==> src/rtl/ks_adder_pipe.sv <==
// Pipelined Kogge-Stone adder/subtractor with valid/ready handshake.
// Stage 0 forms bitwise terms, stages 1..LEVELS run the prefix tree, the last stage forms sum/cout/ovf.
module ks_adder_pipe #(
    parameter int WIDTH = 16
) (
    input  logic             clk,
    input  logic             rst,
    input  logic             in_valid,
    output logic             in_ready,
    input  logic [WIDTH-1:0] Ai,
    input  logic [WIDTH-1:0] Bi,
    input  logic             cin,
    input  logic             sub,
    output logic             out_valid,
    input  logic             out_ready,
    output logic [WIDTH-1:0] sum,
    output logic             cout,
    output logic             ovf
);

    localparam int LEVELS = $clog2(WIDTH);
    localparam int LAST   = LEVELS + 1;

    logic                          adv;
    logic [LAST:0]                 vld_q;

    logic [WIDTH-1:0]              b_eff;
    logic                          ci_eff;
    logic [WIDTH-1:0]              p_in;
    logic [WIDTH-1:0]              g_in;

    // g_d/p_d[k] are the next values of g_q/p_q[k]; index 0 is the operand stage.
    logic [LEVELS:0][WIDTH-1:0]    g_d;
    logic [LEVELS:0][WIDTH-1:0]    g_q;
    logic [LEVELS-1:0][WIDTH-1:0]  p_d;
    logic [LEVELS-1:0][WIDTH-1:0]  p_q;
    logic [LEVELS:0][WIDTH-1:0]    h_q;
    logic [LEVELS:0]               ci_q;

    logic [WIDTH-1:0]              g_fin;
    logic [WIDTH-1:0]              c_vec;

    assign out_valid = vld_q[LAST];
    assign adv       = !out_valid || out_ready;
    assign in_ready  = adv && !rst;

    assign b_eff  = sub ? ~Bi : Bi;
    assign ci_eff = sub | cin;
    assign p_in   = Ai | b_eff;

    always_comb begin
        g_in    = Ai & b_eff;
        g_in[0] = g_in[0] | (p_in[0] & ci_eff);
    end

    assign g_d[0] = g_in;
    assign p_d[0] = p_in;

    for (genvar k = 1; k <= LEVELS; k++) begin : g_lvl
        localparam int SPAN = 1 << (k - 1);
        for (genvar i = 0; i < WIDTH; i++) begin : g_bit
            if (i >= SPAN) begin : g_op
                assign g_d[k][i] = g_q[k-1][i] | (p_q[k-1][i] & g_q[k-1][i-SPAN]);
            end else begin : g_pass
                assign g_d[k][i] = g_q[k-1][i];
            end
            // The last level only needs G, so P stops one level early.
            if (k < LEVELS) begin : g_prop
                if (i >= SPAN) begin : g_op
                    assign p_d[k][i] = p_q[k-1][i] & p_q[k-1][i-SPAN];
                end else begin : g_pass
                    assign p_d[k][i] = p_q[k-1][i];
                end
            end
        end
    end

    always_ff @(posedge clk) begin
        if (rst) begin
            vld_q <= '0;
        end else if (adv) begin
            vld_q <= {vld_q[LAST-1:0], in_valid};
        end
    end

    always_ff @(posedge clk) begin
        if (adv) begin
            g_q  <= g_d;
            p_q  <= p_d;
            h_q  <= {h_q[LEVELS-1:0], Ai ^ b_eff};
            ci_q <= {ci_q[LEVELS-1:0], ci_eff};
        end
    end

    assign g_fin = g_q[LEVELS];
    assign c_vec = {g_fin[WIDTH-2:0], ci_q[LEVELS]};

    always_ff @(posedge clk) begin
        if (rst) begin
            sum  <= '0;
            cout <= 1'b0;
            ovf  <= 1'b0;
        end else if (adv) begin
            sum  <= h_q[LEVELS] ^ c_vec;
            cout <= g_fin[WIDTH-1];
            ovf  <= c_vec[WIDTH-1] ^ g_fin[WIDTH-1];
        end
    end

endmodule

==> config.mk <==
export PLATFORM = sky130hd
export DESIGN_NAME = ks_adder_pipe
export DESIGN_NICKNAME = d
export VERILOG_FILES = /design/src/rtl/ks_adder_pipe.sv
export SDC_FILE = /design/constraint.sdc
export NUM_CORES = 1
export LEC_CHECK = 0
export ABC_CLOCK_PERIOD_IN_PS = 4800
export CORE_ASPECT_RATIO = 0.9
export CORE_UTILIZATION = 57
export CTS_CLUSTER_SIZE = 28
export DETAILED_ROUTE_END_ITERATION = 16
export GPL_ROUTABILITY_DRIVEN = 1
export PLACE_DENSITY = 0.88
export SYNTH_ARGS = -nofsm -noshare
export SYNTH_HDL_FRONTEND = slang
export SYNTH_SLANG_ARGS = --single-unit
==> constraint.sdc <==
create_clock -name clk -period 4.8 [get_ports clk]
set_clock_uncertainty 0.2 [all_clocks]
set_input_delay 0.72 -clock clk [delete_from_list [all_inputs] [get_ports clk]]
set_output_delay 0.72 -clock clk [all_outputs]
set_load 0.05 [all_outputs]
==> flow_summary.json, run 1 <==
{
  "status": "finished, final reports clean",
  "drv_cap": 0,
  "synth_cell_types": 19,
  "cts_buffer_depth": 3,
  "hold_buffers": 0,
  "viasPerCell": 5.13,
  "syn_inst": 503,
  "crit_path_start_kind": "primary input",
  "routed-via-count": 4069,
  "met1_usage_pct": 19.9,
  "drt_iter0_markers": 286,
  "core_area_um2": 14900,
  "antenna_found_initial": 0,
  "grtUsageTotal_pct": 16.9,
  "met3_usage_pct": 3.23,
  "whs_path_depth": 0,
  "setup_slack_ps": 1560,
  "cp.arrival_ps": 2320,
  "use_met2_pct": 31.2,
  "gp_congestion": 0.750,
  "netlist_area_um2": 8860,
  "power.density_nw_per_um2": 487,
  "worstMarginPinSlew_ps": 965,
  "io_buffers": 57,
  "synth_area_per_cell_um2": 17.6,
  "hold_ws_ps": 216,
  "drc": 0,
  "p_int_mw": 3.97,
  "fin_crit_sh_pct": 67.5,
  "cts_buffers": 23,
  "p_clk_share_pct": 36.8,
  "period_minus_slack_ps": 3240,
  "wl_mm": 12.9,
  "clk_pin_slew_ps": 60,
  "ant_nets": 0,
  "ctsResizeCount": 0,
  "cts_sinks": 238,
  "drt_pre_antenna_iters": 5,
  "p_sw_share_pct": 21.8,
  "cts_tree": "yes",
  "finalHoldViolations": 0,
  "cts_setup_buffers": 0,
  "io_pins": 58,
  "yosysWarnings": 0,
  "synth_seq_cells": 238,
  "grt-busiest-layer": "met2",
  "setup_viol": 0,
  "fp-row-count": 42,
  "grt_overflow": 0,
  "power_mw": 5.07,
  "crit_path_max_fanout": 25,
  "ir_worst_vdd_mv": 0.278,
  "rsz0062_at_grt": "no",
  "die_h_um": 120,
  "rrSetupSlack_ps": 2550,
  "final_layout_size_suffix_gt1_share_pct": 10.9,
  "yosysSeqAreaShare_pct": 77.9,
  "layout.nets": 649,
  "fmax_mhz": 309,
  "grt_pass1_vias": 4176,
  "n_antenna_cell": 0,
  "min_path_type": "reg2reg",
  "die_w_um": 133,
  "start_util_pct": 59.4,
  "place_inst": 752,
  "dieArea_um2": 16000,
  "cts-root-buf": "clkbuf_16",
  "syn_nets": 573,
  "required_ps": 3880,
  "grt_pass1_wl_mm": 20.8,
  "grt_max_degree": 147,
  "synthToLayoutAreaGrowth_pct": 17.7,
  "routedWlPerCell_um": 16.3,
  "post_dp_cell_area_um2": 9630,
  "clk_latency_ps": 500,
  "power_leakage_nw": 4.19,
  "htree_levels": 1,
  "power_frac_comb_pct": 8.9,
  "pre_cts_slack_ps": 1560,
  "slew_headroom_pct": 35.4,
  "finalSetupTns_ps": 0,
  "r2r_cells": 3,
  "final_cell_count_no_fill": 793,
  "path_class": "in2out",
  "endpoint_kind": "primary output",
  "final_core_util_pct": 69.9,
  "slew_viol_final": 0,
  "place_hpwl_mm": 7.77,
  "fin_area_um2": 10400,
  "power_switching_mw": 1.10,
  "seqPwrFrac_pct": 54.3
}
## per-layer routing
metal	routed length [um]	share of wire [%]	up-vias
met5	0	0	-
met4	297	2.3	0
met3	603	4.7	27
met2	6820	53	120
met1	5230	40	1971
li1	-	-	1951
## critical path, cell delays in order
cell	delay (ps)
clkdlybuf4s50_1	460
buf_4	330
nor2_1	90
clkdlybuf4s50_1	700
## sequential cells by signal (all words and copies together) (netlist names)
name / cells
h_q: 80
g_q: 49
p_q: 49
g_fin: 16
sum: 16
g_d: 15
vld_q: 6
ci_q: 5
cout: 1
ovf: 1
## final timing paths
check | to | startpoint
max | in_ready | rst
min | h_q[16] | h_q[0]
max reg2reg | h_q[36] | vld_q[5]
min reg2reg | h_q[16] | h_q[0]
## power groups by stage
| stage | Sequential [mW] | Combinational [mW] | Clock (mW) |
|---|---|---|---|
| 2_1_floorplan | 2.84 | 0.201 | 0 |
| 3_3_place_gp | 2.77 | 0.429 | 0 |
| 3_5_place_dp | 2.79 | 0.443 | 0 |
| 4_1_cts | 2.76 | 0.456 | 1.90 |
| 5_1_grt | 2.79 | 0.482 | 1.98 |
| 6_report | 2.76 | 0.450 | 1.87 |
## layout make-up
class | instances | area, um^2
clock buffer | 26 | 587
tap | 198 | 248
inverter | 49 | 191
timing repair buffer | 61 | 613
clock inverter | 15 | 205
sequential | 238 | 6910
multi-input combinational | 206 | 1680
fill | 914 | 4500
## layout by cell type, fill, tap and decap left out
master and count:
nor2b_4 1, bufinv_16 5, nor2_2 6, clkinvlp_4 2, a21oi_1 6, clkdlybuf4s50_1 57, buf_12 1, xor2_1 8
buf_4 3, inv_1 48, nor2_1 14, clkbuf_16 23, a211oi_2 17, dfxtp_1 24, clkbuf_1 3, and2_1 34
edfxtp_1 214, nand2_1 12, inv_6 1, ha_1 32, clkinv_2 4, clkinv_1 3, a21o_1 50, or2_2 1
xnor2_1 25, inv_8 1
## cell families (layout without fill, tap and decap cells)
family / count (synthesis) / count (layout) / share of synthesized area (%)
DFF: 238 / 238 / 77.9
xor gates and xnor gates: 33 / 33 / 3.26
buffers and inverters: 59 / 151 / 3.15
and+or+nand+nor: 68 / 68 / 4.15
adders and majority gates: 32 / 32 / 4.52
AOI/OAI and AO/OA: 73 / 73 / 6.98
## synth_stat cells
library cell	n	share of area, %
edfxtp_1	214	73
a21o_1	50	4.2
inv_1	48	2.0
and2_1	34	2.4
ha_1	32	4.5
xnor2_1	25	2.5
dfxtp_1	24	5.4
a211oi_2	17	2.4
nor2_1	14	0.59
nand2_1	12	0.51
xor2_1	8	0.79
a21oi_1	6	0.34
buf_6	6	0.76
nor2_2	6	0.42
buf_2	3	0.17
buf_4	1	0.085
inv_6	1	0.099
nor2b_4	1	0.16
or2_2	1	0.071
(Power assumes the default switching activity.)
==> run 2, diff against run 1 <==
ABC_CLOCK_PERIOD_IN_PS = 3350   (was 4800)
clock period = 3.35 ns   (was 4.8 ns; I/O delays follow)
==> run 2 against run 1 <==
  * Power rose by 39%
  * Worst setup slack got worse by 570 ps
  * Sequential share of layout area increased by 0.15 points
  * Critical path type is now reg2out
  * Largest power group unchanged
==> flow_summary.json, run 2 (synthesized netlist as in run 1, its figures left out) <==
{
  "reg2reg_to": "sum[5]",
  "crit_slowest_cell": "clkdlybuf4s50_1",
  "grt_pass1_wl_mm": 20.3,
  "largest_reg_flops": 80,
  "layout.nets": 651,
  "whs_path_depth": 0,
  "grt_max_degree": 96,
  "path_class": "reg2out",
  "period_minus_slack_ps": 2360,
  "drt_iter0_markers": 214,
  "critPathBufInv": 1,
  "n_antenna_cell": 0,
  "drv_cap": 0,
  "htree_levels": 1,
  "fmax_mhz": 423,
  "slew_viol_final": 0,
  "dieArea_um2": 16000,
  "fin_crit_sh_pct": 70.6,
  "holdPathEnd": "h_q[59]",
  "clk_pin_slew_ps": 60,
  "io_buffers": 57,
  "cts_setup_buffers": 0,
  "routed-via-count": 3956,
  "multi_input_area_um2": 1680,
  "cts_buffer_depth": 3,
  "p_clk_share_pct": 35.1,
  "clk_latency_ps": 490,
  "reg_top3": "h_q x80, g_q x49, p_q x49",
  "crit_family": "buffers and inverters",
  "core_area_um2": 14900,
  "gp_congestion": 0.761,
  "min_path_type": "reg2reg",
  "viasPerCell": 4.98,
  "fp-row-count": 42,
  "cts-root-buf": "clkbuf_16",
  "hold_buffers": 0,
  "start_util_pct": 59.4,
  "hp-start": "h_q[43]",
  "setup_viol": 0,
  "synthToLayoutAreaGrowth_pct": 17.4,
  "die_h_um": 120,
  "antenna_found_initial": 0,
  "worstMarginPinSlew_ps": 624,
  "grt_pass1_vias": 4124,
  "status": "finished, final reports clean",
  "power_switching_mw": 1.52,
  "final_cell_mix": "214 x edfxtp_1, 56 x clkdlybuf4s50_1, 50 x a21o_1",
  "power_frac_comb_pct": 9.1,
  "finalSetupTns_ps": 0,
  "power_leakage_nw": 4.18,
  "cts_sinks": 238,
  "endpoint_kind": "primary output",
  "die_w_um": 133,
  "slew_headroom_pct": 58.4,
  "hold_ws_ps": 214,
  "wl_mm": 12.5,
  "routedWlPerCell_um": 15.7,
  "power.density_nw_per_um2": 679,
  "cp.arrival_ps": 1660,
  "crit_chain": "clkdlybuf4s50_1",
  "cts_tree": "yes",
  "place_hpwl_mm": 8.10,
  "ir_worst_vdd_mv": 0.444,
  "p_int_mw": 5.55,
  "seq_area_um2": 6910,
  "crit_path_start_kind": "flop",
  "rrSetupSlack_ps": 1370,
  "finalHoldViolations": 0,
  "io_pins": 58,
  "final_common_cell": "edfxtp_1",
  "final_layout_size_suffix_gt1_share_pct": 10.9,
  "cp_slowest_stage_delay_ps": 810,
  "grt_overflow": 0,
  "seqPwrFrac_pct": 55.8,
  "grtUsageTotal_pct": 16.4,
  "rsz0062_at_grt": "no",
  "drt_pre_antenna_iters": 4,
  "crit_path_max_fanout": 2,
  "power_mw": 7.07,
  "cts_buffers": 22,
  "required_ps": 2650,
  "largest-register": "h_q",
  "drc": 0,
  "ant_nets": 0,
  "r2r_cells": 5,
  "p_sw_share_pct": 21.5,
  "r2r_start": "vld_q[5]",
  "ctsResizeCount": 0,
  "nFillCells": 925
}
-- run 2: worst max path at each step --
stage	startpoint	end	slack [ps]	cells after the start
finish	sum[9]	sum[9]	990	1
global route	sum[1]	sum[1]	930	1
CTS	sum[9]	sum[9]	960	1
detailed placement	out_ready	sum[5]	760	6
global placement	out_ready	p_q[57]	860	4
floorplan	vld_q[5]	ci_q[0]	790	4
-- run 2: power groups by stage --
stage	clock, mW	combinational (mW)	sequential [mW]
after global routing	2.64	0.690	3.99
after detailed placement	0	0.637	4.01
final	2.48	0.641	3.95
after floorplan	0	0.289	4.06
after global placement	0	0.620	3.97
after CTS	2.52	0.650	3.95
-- run 2: metal layers --
layer / track usage [%] / share of wire (%) / wire length [um] / up-vias
li1: - / - / - / 1953
met1: 19.8 / 42 / 5220 / 1886
met2: 30.0 / 52 / 6520 / 94
met3: 2.64 / 4.0 / 500 / 23
met4: 5.33 / 2.0 / 247 / 0
met5: 0 / 0 / 0 / -
-- run 2: final cells by class --
type,instances,area share [%]
Inverter,49,1.84
Sequential cell,238,66.4
Tap cell,198,2.38
Multi-Input combinational cell,206,16.1
Clock inverter,10,1.19
Timing Repair Buffer,64,6.21
Clock buffer,30,5.88
-- run 2: per-stage QoR --
step	worst slack [ps]	utilization, %	cell area (um^2)	std cells
6_report	986	69.7	10400	795
5_1_grt	929	69.7	10400	795
3_3_place_gp	857	64.8	9670	755
3_5_place_dp	765	64.8	9670	755
4_1_cts	961	69.7	10400	795
2_1_floorplan	795	-	8860	503
